--- src/rtl/pc_fetch_pkg.sv ---
// pc_fetch_pkg: shared widths, default reset pc and fetch fsm states
package pc_fetch_pkg;
  localparam int XLEN = 64;
  localparam int INSTR_BYTES = 4;
  localparam logic [XLEN-1:0] DEFAULT_RESET_PC = '0;
  typedef enum logic [1:0] {S_BOOT = 2'd0, S_FETCH = 2'd1, S_TRAP = 2'd2} state_t;
endpackage

--- src/rtl/pc_target_calc.sv ---
// pc_target_calc: sequential/branch/jalr targets, priority next-pc select and misalignment flag
module pc_target_calc #(
  parameter int XLEN = pc_fetch_pkg::XLEN
) (
  input  logic [XLEN-1:0] pc,
  input  logic [XLEN-1:0] shifted_offset,
  input  logic [XLEN-1:0] jalr_target,
  input  logic            branch_taken,
  input  logic            jalr_sel,
  output logic [XLEN-1:0] pc_plus4,
  output logic [XLEN-1:0] branch_target,
  output logic [XLEN-1:0] next_pc,
  output logic            misaligned
);
  logic [XLEN-1:0] jalr_masked;
  assign pc_plus4 = pc + XLEN'(pc_fetch_pkg::INSTR_BYTES);
  assign branch_target = pc + shifted_offset;
  assign jalr_masked = {jalr_target[XLEN-1:1], 1'b0};
  assign next_pc = jalr_sel ? jalr_masked : branch_taken ? branch_target : pc_plus4;
  assign misaligned = (jalr_sel | branch_taken) & next_pc[1];
endmodule

--- src/rtl/pc_fetch_unit.sv ---
// pc_fetch_unit: program counter register, fetch request fsm, misaligned-target trap and fetch counter
module pc_fetch_unit #(
  parameter int                  XLEN     = pc_fetch_pkg::XLEN,
  parameter logic [XLEN-1:0]     RESET_PC = pc_fetch_pkg::DEFAULT_RESET_PC,
  parameter int                  CNT_W    = 32
) (
  input  logic             clk,
  input  logic             reset,
  input  logic [XLEN-1:0]  shifted_offset,
  input  logic             branch_taken,
  input  logic             jalr_sel,
  input  logic [XLEN-1:0]  jalr_target,
  input  logic             stall,
  input  logic             imem_ready,
  output logic [XLEN-1:0]  pc,
  output logic [XLEN-1:0]  pc_plus4,
  output logic [XLEN-1:0]  branch_target,
  output logic             imem_req,
  output logic             trap_misaligned,
  output logic [XLEN-1:0]  trap_pc,
  output logic [CNT_W-1:0] fetch_count
);
  import pc_fetch_pkg::*;
  state_t state, next_state;
  logic [XLEN-1:0] next_pc;
  logic misaligned, accept;
  pc_target_calc #(.XLEN(XLEN)) u_calc (
    .pc(pc),
    .shifted_offset(shifted_offset),
    .jalr_target(jalr_target),
    .branch_taken(branch_taken),
    .jalr_sel(jalr_sel),
    .pc_plus4(pc_plus4),
    .branch_target(branch_target),
    .next_pc(next_pc),
    .misaligned(misaligned)
  );
  assign accept = (state == S_FETCH) & imem_ready & ~stall;
  always_comb next_state = state == S_BOOT ? S_FETCH : (accept & misaligned) ? S_TRAP : state;
  always_ff @(posedge clk)
    state <= reset ? S_BOOT : next_state;
  always_ff @(posedge clk) begin
    if (reset) begin
      pc <= RESET_PC;
      imem_req <= 1'b0;
      trap_misaligned <= 1'b0;
      trap_pc <= '0;
      fetch_count <= '0;
    end else begin
      imem_req <= next_state == S_FETCH;
      if (accept) begin
        fetch_count <= fetch_count + 1'b1;
        if (misaligned) begin
          trap_pc <= next_pc;
          trap_misaligned <= 1'b1;
        end else begin
          pc <= next_pc;
        end
      end
    end
  end
endmodule

--- config.mk ---
export PLATFORM = sky130hd
export DESIGN_NAME = pc_fetch_unit
export DESIGN_NICKNAME = d
export VERILOG_FILES = /design/src/rtl/pc_fetch_pkg.sv /design/src/rtl/pc_target_calc.sv /design/src/rtl/pc_fetch_unit.sv
export SDC_FILE = /design/constraint.sdc
export NUM_CORES = 1
export LEC_CHECK = 0
export BUFFER_PORTS_ARGS = -buffer_cell sky130_fd_sc_hd__buf_2
export CORE_AREA = 3 3 163 165
export CTS_CLUSTER_DIAMETER = 40
export DETAILED_ROUTE_END_ITERATION = 8
export DIE_AREA = 0 0 166 168
export PLACE_DENSITY = 0.86
export REMOVE_ABC_BUFFERS = 1
export SLEW_MARGIN = 15
export SYNTH_ARGS = -nofsm -noshare
export SYNTH_HDL_FRONTEND = slang
export SYNTH_SLANG_ARGS = --single-unit
--- constraint.sdc ---
create_clock -name clk -period 5.6 [get_ports clk]
set_input_delay 1.12 -clock clk [delete_from_list [all_inputs] [get_ports clk]]
set_output_delay 1.12 -clock clk [all_outputs]
set_load 0.01 [all_outputs]
Word level (Yosys, flattened, before mapping)
Cells that the tools add are included.

Output and inout port bits: 290. Logic and storage cells: 25. Register bits after elaboration: 164. Bits of input ports: 134.

Add/sub/neg operators: 3. Bitwise logic cells: 7. Eq/ne operators: 2. Reductions and logical operators: 3. Muxes and demuxes: 4.

Operators by type and width (count): two-way mux 64 bit (2); adder 64 x 3 -> 64 bit, second input constant (1); adder 64 bit (1); adder 32 x 1 -> 32 bit, second input constant (1); bitwise AND 1 bit (4); equality test 2 x 1 -> 1 bit, second input constant (2); two-way mux 2 bit (2); AND reduction 2 bit (2); zero test 2 bit (1); inverter 1 bit (2); OR 1 bit (1).

Logic depth before layout (Yosys ltp)
Depth after elaboration: 8. Mapped depth: 12.

By module
A second synthesis with hierarchy kept.

Cells, all modules: 1752. Area, all modules: 12444.4 um^2.

Modules (own cells, without submodules): pc_target_calc (cells each 1001, instances 1, area each 6421.2 um^2); pc_fetch_unit (cells each 751, instances 1, area each 6023.3 um^2).

Worst setup path before layout
No wires, ideal clock.

Path type: input port to output port. From: in shifted_offset[20]. To: out branch_target[56]. Data required time: 4.480 ns. Cell stages on the path: 12. Data arrival time: 3.894 ns. Slack: 0.586 ns. Cells stage by stage: ha_1 > clkbuf_1 > nand2_1 > or4_4 > or4_4 > o22ai_2 > nor2b_2 > o31a_1 > o21ai_4 > inv_1 > o21ai_0 > xor2_1.

Word-level cells in the longest chain between the ends: 1.

Ends and longest elaborated chain: start, declared (RTL line pc_fetch_unit.sv:9) `input logic [XLEN-1:0] shifted_offset,`; adder 64 bit (RTL line pc_target_calc.sv:17) `assign branch_target = pc + shifted_offset;`; end, declared (RTL line pc_fetch_unit.sv:17) `output logic [XLEN-1:0] branch_target,`.

Every way passes these cells.

Worst setup path after layout
From: in shifted_offset[14]. To: out branch_target[52].

The elaborated chain is that of the path after synthesis.

==> parameters.txt <==
Parameter                              Value

Run status
  Result of the run ... finished, final reports clean

Routing
  Routed wire length per instance ... 20.8 um
  # DRC ... 0
  DRC marker count from the first detailed-route iteration ... about 1,500
  Total via count after detailed routing ... approximately 15,000
  Count of nets left with antenna violations after detail routing ... 0
  Vias per inst ... 6.24
  Aggregate routed wire length ... roughly 49,000 um
  1st-pass router iterations ... 6

Die
  Site Rows ... 58
  I/O pin count ... about 420
  Standard cell core area ... about 25,000 sq um
  Die Wd ... 166 um
  Vertical die dimension ... approximately 170 um
  Starting density of the core ... between 40% and 50%
  Die Footprint ... 27,900 sq um

Timing
  Period utilization ... a little over nine tenths
  Time the final worst path needs with I/O delays and setup ... about 5400 ps
  Worst hold-check slack ... roughly 470 ps
  Highest clock frequency the design can meet ... 185 MHz
  Final Hold Viols ... 0
  Final setup skew ... between 20 and 25 ps
  Worst relative slew slack ... between 15 and 20%
  Actual slew at the worst max-slew pin ... between 1000 and 1500 ps
  Sum of negative setup slack ... 0 ps
  Final Slew Violations ... 0
  Final setup violation count ... 0
  RSZ-0062 raised after global routing ... false

Logic synthesis
  Register bit count reported by yosys ... between 150 and 200
  Library cell with the largest summed area after synthesis ... sky130_fd_sc_hd__dfxtp_1
  Sequential-to-total area share from yosys stat ... around a quarter
  Share of Yosys cell area claimed by the top area cell type ... a little over a quarter
  Synth unique cells ... 74
  Share of synthesized registers carrying an async set or reset ... 0%
  Post-synth EDFFs ... 0
  Main synth FF type ... sky130_fd_sc_hd__dfxtp_1
  Synth top area cells ... sky130_fd_sc_hd__dfxtp_1 27%, sky130_fd_sc_hd__nor2_1 8.0%, sky130_fd_sc_hd__ha_1 6.6%
  Summed instance area of the synthesized netlist ... between 10,000 and 15,000 sq um
  Synth Instances ... roughly 1,700
  Mapped Avg Cell Area ... approximately 7.4 sq um
  Synth warnings ... 0

Finish
  Top library cells by usage in the layout, fill and taps aside ... 420 x sky130_fd_sc_hd__buf_2, 264 x sky130_fd_sc_hd__nor2_1, 164 x sky130_fd_sc_hd__dfxtp_1
  Most common cell after layout, fill and taps aside ... sky130_fd_sc_hd__buf_2
  Area growth from synthesis to final layout ... 23.9%
  Post-route cell area ... between 15,000 and 20,000 sq um
  Total number of nets in the final design ... 2,226
  Fraction of final layout cells with drive strength greater than 1 ... between 20% and 30%
  Fin util ... 60.6%

Power
  Logic pwr share ... 26.9%
  Largest vdd supply drop ... between 150 and 200 uV
  Relative contribution of sequential cells to total power ... between 30 and 40%
  Overall power of the completed layout ... 3.29 mW
  Sw frac ... between 30% and 40%
  Part of the total power dissipated in the clock network ... between 30% and 40%
  Cell leakage power ... roughly 7 nW
  Power density over the cells ... between 200 and 250 nW/um^2
  Cell internal power dissipation ... between 2 and 2.5 mW
  Net switching power of the design ... 1.17 mW

Placement
  Placed standard-cell area ... 14,700 sq um
  Port Buffers ... between 400 and 500
  Global placer's final weighted congestion ... about 0.93
  Detail Placement HPWL ... around 37,000 um

Flow run
  Max-cap violations ... 0

Clocking
  Number of buffers inserted by hold repair at cts ... 0
  Root Buffer ... sky130_fd_sc_hd__clkbuf_16
  Number of clock sinks seen by CTS ... 164
  Number of CTS-inserted buffers ... 17
  Htree depth ... 4
  Post-cts sizing count ... 0
  Clock latency of the later-clocked register in the worst-skew pair ... 440 ps
  Clock Tree Buf Depth ... 2
  Clock slew at reported path FFs ... ~70 ps
  TritonCTS clock tree ... yes
  Setup Buffers After CTS ... 0

Setup path
  Crit Path Max Fanout ... 6
  Worst setup path category ... in -> out
  Critical Path RT ... 4480 ps
  Number of cells traversed by the worst register-to-register path ... 11
  Category of the worst setup path launch point ... primary input
  Register-to-register setup slack ... between 1500 and 2000 ps
  Capturing element type of the critical path ... output port
  Arrival time reported for the critical path endpoint ... 4280 ps

Global route
  Via count of the first global-routing pass ... approximately 14,000
  Number of antenna violations at the first check in global routing ... 4
  Grt total ovfl ... 0
  Pin count of the biggest net entering global routing ... approximately 90
  GR Util All Layers ... approximately 34%
  First-pass GRT wire length ... roughly 76,000 um

Hold path
  Hold/Removal Path Class ... reg -> reg
  Instance count along the most critical hold path ... 2
==> sequential cells by signal, indices dropped and copies added, names as in the netlist <==
register / cells
fetch_count: 32
imem_req: 1
pc: 64
state: 2
trap_misaligned: 1
trap_pc: 64
==> worst paths after layout <==
path                      startpoint                 to
setup reg to reg              pc[16]             pc[49]
hold reg to reg          trap_pc[52]        trap_pc[52]
hold / removal           trap_pc[52]        trap_pc[52]
setup / recovery  shifted_offset[14]  branch_target[52]
==> power groups by stage <==
stage	registers (mW)	logic (mW)	clock network, mW
2_1_floorplan	1.28	0.491	0
3_3_place_gp	1.27	0.845	0
3_5_place_dp	1.27	0.860	0
4_1_cts	1.25	0.867	1.16
5_1_grt	1.25	0.952	1.21
6_report	1.25	0.884	1.16
==> metal layers <==
layer  vias to the layer above  global-route usage, %  wire, um
met5                         -                      0         0
met4                         0                   19.1      3050
met3                       210                   6.79      4900
met2                       968                   56.1     22900
met1                      6882                   40.2     18600
li1                       6751                      -         -
==> worst max-delay path: stages <==
cell and delay [ps]:
sky130_fd_sc_hd__buf_2 120, sky130_fd_sc_hd__ha_1 400, sky130_fd_sc_hd__nand2_1 130, sky130_fd_sc_hd__or4_4 540, sky130_fd_sc_hd__or4_4 550, sky130_fd_sc_hd__o22ai_2 110
sky130_fd_sc_hd__nor2b_2 80, sky130_fd_sc_hd__o31a_1 390, sky130_fd_sc_hd__o21ai_4 230, sky130_fd_sc_hd__xor2_1 390, sky130_fd_sc_hd__buf_2 210
==> synthesized netlist by cell type, types with 10 or more instances <==
cell type,number
sky130_fd_sc_hd__xor2_1,54
sky130_fd_sc_hd__nand3_1,55
sky130_fd_sc_hd__o211ai_1,14
sky130_fd_sc_hd__nand2b_1,12
sky130_fd_sc_hd__dfxtp_1,164
sky130_fd_sc_hd__ha_1,65
sky130_fd_sc_hd__buf_1,10
sky130_fd_sc_hd__o31a_1,12
sky130_fd_sc_hd__and4_1,12
sky130_fd_sc_hd__and3_1,32
sky130_fd_sc_hd__clkbuf_1,87
sky130_fd_sc_hd__o21ai_0,60
sky130_fd_sc_hd__a21o_1,22
sky130_fd_sc_hd__nand4_1,39
sky130_fd_sc_hd__o21bai_1,22
sky130_fd_sc_hd__o21a_1,13
sky130_fd_sc_hd__nand2_1,154
sky130_fd_sc_hd__nor3_1,43
sky130_fd_sc_hd__mux2i_1,25
sky130_fd_sc_hd__a311oi_1,13
sky130_fd_sc_hd__o22ai_1,10
sky130_fd_sc_hd__o221ai_1,12
sky130_fd_sc_hd__xnor2_1,90
sky130_fd_sc_hd__nor2_1,264
sky130_fd_sc_hd__inv_1,26
sky130_fd_sc_hd__a21oi_1,122
sky130_fd_sc_hd__or3_1,15
sky130_fd_sc_hd__a211oi_1,93
==> layout make-up <==
type                    count  area [sq um]
fillers                  2278          9910
multi-input cells        1362          8550
flip-flops and latches    164          3280
clock buffers              19           433
diodes                      3          7.51
clock inverters            13           114
repair buffers            453          2360
well taps                 330           413
inverters                  28           105
==> kinds of logic (layout without fill, tap and decap cells) <==
kind of cell | after synthesis | count (layout) | synth area share (%)
XOR/XNOR | 144 | 144 | 10.2
flip-flops | 164 | 164 | 26.6
AO/OA/AOI/OAI | 453 | 453 | 24.8
multiplexers | 29 | 29 | 2.40
other | 0 | 3 | 0
adder cells (fa/ha/maj) | 66 | 66 | 6.76
AND/OR/NAND/NOR | 670 | 670 | 25.1
buffers and inverters | 131 | 513 | 4.09
==> stage by stage <==
stage,worst slack [ps],cells
2_1_floorplan,-1750,1554
6_report,201,2372
3_5_place_dp,219,2337
4_1_cts,218,2369
5_1_grt,11.5,2372
3_3_place_gp,250,2337
(Power assumes the default switching activity.)
